==> src/rtl/delay_line_pkg.sv <==
// ----------------------------------------------------------------------------
// delay_line_pkg
//   Shared helpers for the delay_line block.
//   clamp_int : saturate an integer into [lo, hi]; maps the requested delay
//               onto the range the line can actually realise.
// ----------------------------------------------------------------------------
package delay_line_pkg;

    function automatic int clamp_int(input int v, input int lo, input int hi);
        if (v < lo) begin
            return lo;
        end
        if (v > hi) begin
            return hi;
        end
        return v;
    endfunction

endpackage

==> src/rtl/delay_line_ram.sv <==
// ----------------------------------------------------------------------------
// delay_line_ram
//   DEPTH-1 entry ring storage for delay_line. One synchronous write port and
//   one asynchronous read port. The read address trails the write pointer by
//   (delay-1) entries, so the word read during an accepting edge is the sample
//   accepted delay-1 enabled edges earlier.
//
// Ports
//   ck      in   clock
//   rst     in   synchronous active-high reset (write pointer only)
//   we      in   write enable; also advances the write pointer
//   wdata   in   WIDTH  sample to store
//   delay   in   AW+1   active delay (1..DEPTH); 1 is never read by the top
//   rdata   out  WIDTH  sample accepted delay-1 writes ago (combinational)
// ----------------------------------------------------------------------------
module delay_line_ram #(
    parameter int WIDTH = 16,
    parameter int DEPTH = 16
) (
    input  logic                     ck,
    input  logic                     rst,
    input  logic                     we,
    input  logic [WIDTH-1:0]         wdata,
    input  logic [$clog2(DEPTH):0]   delay,
    output logic [WIDTH-1:0]         rdata
);

    localparam int N  = DEPTH - 1;
    localparam int PW = $clog2(DEPTH);

    // NOTE: storage carries no reset; stale words are harmless because the top
    // zeroes its output until the line has refilled with genuine samples.
    logic [WIDTH-1:0] mem [N];

    logic [PW-1:0] wr_ptr_q;
    logic [PW-1:0] wr_ptr_d;
    logic [PW-1:0] rd_addr;
    int            rd_int;

    always_comb begin
        // NOTE: every variable driven here gets a default first so no path
        // leaves it unassigned, which would otherwise infer a latch.
        wr_ptr_d = wr_ptr_q;
        if (we) begin
            wr_ptr_d = (wr_ptr_q == PW'(N - 1)) ? '0 : wr_ptr_q + 1'b1;
        end

        // Distance delay-1 behind the next write slot, wrapped modulo N.
        // At the maximum distance N this lands on the slot about to be
        // overwritten, which still holds the oldest sample this edge.
        rd_int = int'(wr_ptr_q) - (int'(delay) - 1);
        if (rd_int < 0) begin
            rd_int = rd_int + N;
        end
        rd_addr = PW'(rd_int);
    end

    assign rdata = mem[rd_addr];

    always_ff @(posedge ck) begin
        // NOTE: state is updated with non-blocking assignments so every
        // register samples pre-edge values regardless of statement order.
        if (rst) begin
            wr_ptr_q <= '0;
        end else begin
            wr_ptr_q <= wr_ptr_d;
        end
        if (we) begin
            mem[wr_ptr_q] <= wdata;
        end
    end

endmodule

==> src/rtl/delay_line.sv <==
// ----------------------------------------------------------------------------
// delay_line
//   Clock-enabled WIDTH-bit delay line with a run-time selectable delay of
//   1..DEPTH accepted samples. out_valid marks that the line has refilled
//   with genuine data since the last restart (reset, clear or delay change);
//   until then out is held at zero.
//
// Ports
//   ck         in   clock
//   rst        in   synchronous active-high reset
//   en         in   sample enable; accepts `in` and advances the line
//   clr        in   synchronous clear / restart fill
//   delay      in   AW+1   requested delay (clamped to 1..DEPTH)
//   in         in   WIDTH  input sample
//   out        out  WIDTH  delayed sample (registered)
//   out_valid  out  1      out holds a genuine sample
// ----------------------------------------------------------------------------
module delay_line
    import delay_line_pkg::*;
#(
    parameter int WIDTH = 16,
    parameter int DEPTH = 16
) (
    input  logic                     ck,
    input  logic                     rst,
    input  logic                     en,
    input  logic                     clr,
    input  logic [$clog2(DEPTH):0]   delay,
    input  logic [WIDTH-1:0]         in,
    output logic [WIDTH-1:0]         out,
    output logic                     out_valid
);

    localparam int AW = $clog2(DEPTH);
    localparam int DW = AW + 1;

    logic [DW-1:0]    deff;
    logic             restart;
    logic [DW-1:0]    fill_inc;
    logic             valid_nxt;
    logic [WIDTH-1:0] sample;
    logic [WIDTH-1:0] ram_rdata;
    logic             ram_we;

    logic [DW-1:0]    cur_delay_q, cur_delay_d;
    logic [DW-1:0]    fill_q, fill_d;
    logic [WIDTH-1:0] out_q, out_d;
    logic             valid_q, valid_d;

    delay_line_ram #(
        .WIDTH (WIDTH),
        .DEPTH (DEPTH)
    ) u_ram (
        .ck    (ck),
        .rst   (rst),
        .we    (ram_we),
        .wdata (in),
        .delay (cur_delay_q),
        .rdata (ram_rdata)
    );

    always_comb begin
        deff    = DW'(clamp_int(int'(delay), 1, DEPTH));
        restart = rst | clr | (deff != cur_delay_q);

        fill_inc  = fill_q + DW'(1);
        valid_nxt = (fill_inc >= cur_delay_q);
        // A one-stage line is just the output register itself.
        sample    = (cur_delay_q == DW'(1)) ? in : ram_rdata;

        cur_delay_d = cur_delay_q;
        fill_d      = fill_q;
        out_d       = out_q;
        valid_d     = valid_q;

        if (restart) begin
            cur_delay_d = deff;
            fill_d      = '0;
            out_d       = '0;
            valid_d     = 1'b0;
        end else if (en) begin
            fill_d  = (fill_inc > cur_delay_q) ? cur_delay_q : fill_inc;
            valid_d = valid_nxt;
            out_d   = valid_nxt ? sample : '0;
        end
    end

    // The sample offered on a restart edge is discarded, never stored.
    assign ram_we = en & ~restart;

    always_ff @(posedge ck) begin
        if (rst) begin
            cur_delay_q <= deff;
            fill_q      <= '0;
            out_q       <= '0;
            valid_q     <= 1'b0;
        end else begin
            cur_delay_q <= cur_delay_d;
            fill_q      <= fill_d;
            out_q       <= out_d;
            valid_q     <= valid_d;
        end
    end

    assign out       = out_q;
    assign out_valid = valid_q;

endmodule

==> config.mk <==
export PLATFORM = sky130hd
export DESIGN_NAME = delay_line
export DESIGN_NICKNAME = d
export VERILOG_FILES = /design/src/rtl/delay_line_pkg.sv /design/src/rtl/delay_line_ram.sv /design/src/rtl/delay_line.sv
export SDC_FILE = /design/constraint.sdc
export NUM_CORES = 1
export LEC_CHECK = 0
export ABC_AREA = 1
export CAP_MARGIN = 20
export CORE_MARGIN = 3
export CORE_UTILIZATION = 35
export DETAILED_ROUTE_END_ITERATION = 8
export MAX_ROUTING_LAYER = met4
export REMOVE_ABC_BUFFERS = 1
export SLEW_MARGIN = 20
export SYNTH_ARGS = -nofsm -noshare
export SYNTH_HDL_FRONTEND = slang
export SYNTH_SLANG_ARGS = --single-unit
==> constraint.sdc <==
create_clock -name ck -period 4.3 [get_ports ck]
set_input_delay 0.86 -clock ck [delete_from_list [all_inputs] [get_ports ck]]
set_output_delay 0.86 -clock ck [all_outputs]
set_load 0.01 [all_outputs]
# Yosys cells after proc, flatten, opt, wreduce, memory -nomap -nowiden
# Memories as Yosys holds them, arrays and structs flattened.
# Index checks and enable logic that the tools add are counted.
dict set report op_classes {
  n_addsub 5
  multipliers 0
  div 0
  n_lt_le_gt_ge 5
  eq_ne 3
  shifts 0
  muxes 16
  bitwise_logic 4
  n_reduce_logical 2
}
# operator count
set ops {}
lappend ops {{$lt 32x1->1 const B} 1}
lappend ops {{$mux 16} 2}
lappend ops {{$mux 5} 6}
lappend ops {{$add 4x1->4 const B} 2}
lappend ops {{$mux 4} 2}
lappend ops {{$sub 5x6->7} 1}
lappend ops {{$mux 1} 6}
lappend ops {{$sub 5x1->6 const B} 1}
lappend ops {{$add 5x1->5 const B} 1}
lappend ops {{$eq 5x1->1 const B} 1}
lappend ops {{$ge 5x5->1} 1}
lappend ops {{$gt 5x5->1} 1}
lappend ops {{$gt 5x5->1 const B} 1}
lappend ops {{$lt 5x1->1 const B} 1}
lappend ops {{$ne 5x5->1} 1}
lappend ops {{$eq 4x4->1 const B} 1}
lappend ops {{$or 1x1->1} 2}
lappend ops {{$reduce_bool 2->1} 1}
lappend ops {{$reduce_or 2->1} 1}
lappend ops {{$and 1x1->1} 1}
lappend ops {{$not 1->1} 1}
dict set report word_totals {
  reg_bits 31
  latchBits 0
  ramBits 240
  rom_bits 0
  in_bits 25
  elab_cells 41
  memories 1
}
# name depth word_bits read_ports rd_ports_with_merged_regs wr line
set memory_table {}
lappend memory_table {u_ram.mem 15 16 1 0 1 delay_line_ram.sv:33} ;# logic [WIDTH-1:0] mem [N];

# Logic depth before layout (Yosys ltp)
dict set report logic_depth {
  ltp_word 11
  ltp_mapped 22
  ltp_nobuf 21
}

# Hierarchy
# Synthesis repeated with hierarchy kept, for this count alone.
dict set report hier_totals {
  cells_unflattened 1375
  hier_area_um2 12866.1
}
# module instances cells_each area_each_um2
set by_module_without_submodules {}
lappend by_module_without_submodules {delay_line_ram 1 1090 11114.4}
lappend by_module_without_submodules {delay_line 1 285 1751.7}

# Least setup slack after synthesis
# Ideal clock, no wire load.
dict set report synth_path {
  kind {in2reg}
  startpoint {input delay[3]}
  endpoint {memory u_ram.mem[7][0], enable pin}
  setup_time_ns 0.388
  arrival_ns 2.753
  required_time_ns 3.912
  slack_ns 1.159
  path_stages 12
  n_path_buf 0
  path_cell_list {nor2_1 nand2_1 nand2_1 nand2_1 xor2_1 a21oi_1 nand4_2 nor2_2 nand2_1 nor2_1 nand2_1 nor2_1}
}
dict set report synth_via {
  elab_chain_cells 11
  elab_cells_between_ends 15
  classes_between {order compare: 2; eq/ne: 1; mux: 9; bitwise: 3}
}
# item line
set synth_rtl {}
lappend synth_rtl {{start, declared} delay_line.sv:28} ;# input logic [$clog2(DEPTH):0] delay,
lappend synth_rtl {{$lt 5x1->1 / $gt 5x5->1 (equally long branches)} {delay_line_pkg.sv:10, delay_line_pkg.sv:13}}
lappend synth_rtl {{$mux 1, on equally long branches} {delay_line_pkg.sv:10, delay_line_pkg.sv:13}}
lappend synth_rtl {{$mux 5 / $mux 1 (equally long branches)} delay_line_pkg.sv:13} ;# if (v > hi) begin
lappend synth_rtl {{$mux 5} delay_line_pkg.sv:16} ;# return v;
lappend synth_rtl {{$mux 5 *} delay_line_pkg.sv:13}
lappend synth_rtl {{$ne 5x5->1 *} delay_line.sv:64} ;# restart = rst | clr | (deff != cur_delay_q);
lappend synth_rtl {{$or 1x1->1 *} delay_line.sv:64}
lappend synth_rtl {{$not 1->1 *} delay_line.sv:89} ;# assign ram_we = en & ~restart;
lappend synth_rtl {{$and 1x1->1 *} delay_line.sv:89}
lappend synth_rtl {{$mux 1 *} delay_line_ram.sv:68} ;# if (we) begin
lappend synth_rtl {{$mux 1 (implied by the code) *} delay_line_ram.sv:69} ;# mem[wr_ptr_q] <= wdata;
lappend synth_rtl {{end, declared} delay_line_ram.sv:33}
# Every way passes the cells marked *; elsewhere a longest branch is shown, timed or not. The select of a mux whose other input is x is not followed.

# Worst setup path after layout
dict set report layout_path {
  startpoint {register cur_delay_q[0]}
  endpoint {register out_q[11], in the netlist out[11]}
}
dict set report layout_via {
  elab_chain_cells 7
  elab_cells_between_ends 13
  classes_between {add/sub: 3; order compare: 2; eq/ne: 2; mux: 3; bitwise: 1; reduce/logical: 1; memory: 1}
}
# item line
set layout_rtl {}
lappend layout_rtl {{start, declared} delay_line.sv:45} ;# logic [DW-1:0] cur_delay_q, cur_delay_d;
lappend layout_rtl {{start signal, assigned} delay_line.sv:98} ;# cur_delay_q <= cur_delay_d;
lappend layout_rtl {{$sub 5x1->6} delay_line_ram.sv:51} ;# rd_int = int'(wr_ptr_q) - (int'(delay) - 1);
lappend layout_rtl {{$sub 5x6->7} delay_line_ram.sv:51}
lappend layout_rtl {{$lt 32x1->1 / $add 4x1->4 (equally long branches)} {delay_line_ram.sv:52, delay_line_ram.sv:53}}
lappend layout_rtl {{$mux 4} delay_line_ram.sv:52} ;# if (rd_int < 0) begin
lappend layout_rtl {{$mem_v2 15x16} n/a}
lappend layout_rtl {{$mux 16} delay_line.sv:69} ;# sample = (cur_delay_q == DW'(1)) ? in : ram_rdata;
lappend layout_rtl {{$mux 16} delay_line.sv:84} ;# out_d = valid_nxt ? sample : '0;
lappend layout_rtl {{end signal, assigned} delay_line.sv:100} ;# out_q <= out_d;
lappend layout_rtl {{end, declared} delay_line.sv:47} ;# logic [WIDTH-1:0] out_q, out_d;
# Several ways; a longest one is shown, not always the timed one.
# A chain may end at the register's enable or synchronous reset.

==> summary.txt <==
Global route
  • First-pass GRT wire length: 48800 µm
  • Largest net degree at the start of global routing: 73
  • Gr usage total: 0.179
  • Initial antenna violation count: 0
  • Total gr overflow: 0
  • Vias in the first global route: 8224

Worst setup path
  • CP bufs+invs: 4
  • Worst path cell trace: inv_1, ha_1, inv_1, fa_1, inv_1, nand2_1, nand2_1, nand2_1, nand2_1, nand2_4, nand2_4, nand2_1, nand2_2, buf_4, nand3_1, nand2_1, nand2_1, nand3_1, nand2_1, a21oi_1
  • CP Class: flop to flop
  • CP Launch Type: flop
  • CP most frequent cell: nand2_1
  • Worst Setup SP: cur_delay_q[0]
  • Nature of the critical path endpoint: flop
  • R2R Setup Slk: 0.63 ns
  • Crit path max-delay family: simple AND/OR/NAND/NOR gates
  • Critical path depth in cells: 20
  • Critical-path maximum fanout: 29
  • FF-to-FF path depth: 20
  • Worst EP required: 4.77 ns
  • Critical path endpoint: out[11]
  • CP max stage cell: edfxtp_1
  • Critical path arrival: 4.15 ns
  • Max stage delay on crit path: 0.51 ns
  • FF-to-FF Start: cur_delay_q[0]
  • Reg-to-reg critical path endpoint: out[11]

Synth
  • XOR/XNOR share of the synthesized area: 0.00741
  • #FFs+latches synth: 271
  • Mean Syn Cell Area: 10.6 µm²
  • Compound-Gate Fraction of Synth Area: 0.0192
  • Area fraction in and, or, nand and nor cells after synthesis: 0.253
  • Most common cell in the netlist: nand2_1
  • Post-synthesis sequential area ratio: 0.667
  • Largest family of logic cells by synthesized area: simple AND/OR/NAND/NOR gates
  • Yosys top cell by area: edfxtp_1
  • Syn Inst Count: 1113
  • Number of flops mapped to enable cells by yosys: 245
  • Yosys top cell area share: 0.623
  • Top cells by area, synth: edfxtp_1 62%, nand3_1 11%, nand2_1 9.7%
  • Cell area after synthesis: 11800 µm²
  • Yosys Warn Count: 0
  • Library cells used by synthesis: 31
  • Portion of netlist area occupied by mux cells: 0
  • Post-Synth Adder-Cell Area: 0.0155
  • Asr flop ratio synth: 0
  • Dominant synthesized flop cell: edfxtp_1
  • Top cells by count, synth: 306 x nand2_1, 265 x nand3_1, 245 x edfxtp_1, 90 x nor2_1, 31 x buf_2

STA
  • Final min period: 3.67 ns
  • Skew final: 0.0171 ns
  • Count of final hold-check violations: 0
  • Slew HR: 0.391
  • Max Clock Freq: 272 MHz
  • Post-route setup TNS: 0 ns
  • Final period util: 0.854
  • Setup violators final: 0
  • Slew Limit Fails: 0
  • RSZ-0062 raised after global routing: false
  • Hold Slack: 0.472 ns
  • Worst-margin pin slew: 0.914 ns

Clock tree
  • CTS hold repair buffers: 0
  • TritonCTS clock tree: yes
  • Max clock buf depth: 3
  • CTS sink cnt: 271
  • Clock buffer count from CTS: 28
  • Htree depth: 1
  • Worst skew pair latency: 0.56 ns
  • Clk slew on worst S/H paths: 0.06 ns
  • PostCTS Resize Cnt: 0
  • Post-CTS Setup Bufs: 0
  • Clock root cell: clkbuf_16

Floorplanning
  • Die ar.: 36000 µm²
  • Core Area: 32900 µm²
  • Chip width: 190 µm
  • Starting Density: 0.360
  • I/O pins: 42
  • # rows: 66
  • Chip Height: 190 µm

Finish
  • Nets@finish: 1201
  • Fin util: 0.421
  • Layout cells sized above 1: 0.103
  • Area growth from synthesis to layout: 17.1%
  • Filler Cells Inserted: 3152
  • Layout Cells excl Fill: 1626
  • Diodes inserted: 0

Routing
  • Wire per inst: 19.4 µm
  • Drt initial violations: 651
  • Via Count: 8386
  • Post-detailed-route DRC marker count: 0
  • Antenna-violating nets left: 0
  • Vias per std cell: 5.16
  • TritonRoute pass-1 iters: 5
  • Final WL: 31600 µm

Placement
  • DP Cell Count: 1574
  • Post-DP HPWL: 18300 µm
  • Port Buffer Count: 41
  • RePlAce Congestion: 0.782

Pwr
  • Pwr dens: 474 nW/µm²
  • Leak Pwr: 5.11 nW
  • Power Total: 6.56 mW
  • Worst vdd ir: 0.311 mV

Min path
  • Hold Crit Class: flop to flop

Job
  • Max Cap Viol: 0

Status
  • Status: finished, final reports clean
[flip-flops by register name (all words and copies together) (netlist names)]
signal	count
cur_delay_q	5
u_ram.wr_ptr_q	4
fill_q	5
u_ram.mem	240
out	16
out_valid	1
[layer usage]
layer,vias up,GRT usage,share of wire
li1,3965,-,-
met1,4103,0.236,0.44
met2,252,0.295,0.48
met3,66,0.0205,0.053
met4,0,0.0486,0.027
met5,-,-,0
[cells in the final DEF, fill, tap and decap left out, drive strengths merged]
cell | netlist | routed
xnor2 | 2 | 2
nand3 | 268 | 268
o21ai | 7 | 7
buf | 49 | 38
nor2 | 92 | 92
nand4 | 1 | 1
a211oi | 2 | 2
inv | 35 | 36
bufinv | 0 | 2
a21oi | 30 | 30
ha | 13 | 13
clkinv | 1 | 11
nand3b | 1 | 1
xor2 | 8 | 8
edfxtp | 245 | 245
nand2 | 315 | 315
nor4 | 1 | 1
clkbuf | 11 | 39
o211ai | 3 | 3
nor3 | 2 | 2
dfxtp | 26 | 26
fa | 1 | 1
clkdlybuf4s50 | 0 | 41
[cell families (layout without fill, tap and decap cells)]
kind of cell | count (synthesis) | count (layout)
flip-flops | 271 | 271
adder cells (fa/ha/maj) | 14 | 14
buffers and inverters | 96 | 167
AO/OA/AOI/OAI | 42 | 42
AND/OR/NAND/NOR | 680 | 680
XOR/XNOR | 10 | 10
[stage by stage]
step | setup WS [ns] | cell area, µm²
floorplan | 0.738 | 11500
global placement | 0.742 | 12900
detailed placement | 0.683 | 12900
CTS | 0.656 | 13800
global route | 0.337 | 13800
finish | 0.628 | 13800
[where the power goes]
| part | switching, mW | internal (mW) | total, mW |
|---|---|---|---|
| Clock | 1.01 | 1.41 | 2.42 |
| Combinational | 0.866 | 0.392 | 1.26 |
| Sequential | 0.00689 | 2.87 | 2.88 |
| Total | 1.88 | 4.68 | 6.56 |
[cell type report]
class	instances	area (µm²)	share of cell area
timing repair buffer	79	796	0.0575
clock buffer	39	792	0.0573
tap	442	553	0.0400
multi-input combinational	746	3530	0.255
clock inverter	13	146	0.0106
sequential	271	7880	0.569
inverter	36	135	0.00977
[how the worst min path moves through the flow]
stage | slack [ns] | start | end | cells past startpoint
2_1_floorplan | 0.46 | fill_q[4] | fill_q[4] | 2
3_3_place_gp | 0.45 | out[4] | out[4] | 2
3_5_place_dp | 0.47 | out[11] | out[11] | 2
4_1_cts | 0.48 | out[4] | out[4] | 2
5_1_grt | 0.48 | out[13] | out[13] | 2
6_report | 0.47 | out[11] | out[11] | 2
[worst min-delay path, stage by stage (launching register included)]
cell and delay [ns]:
dfxtp_1 0.31, nand2_1 0.06, a21oi_1 0.05
Power figures use the tool's default switching activity.
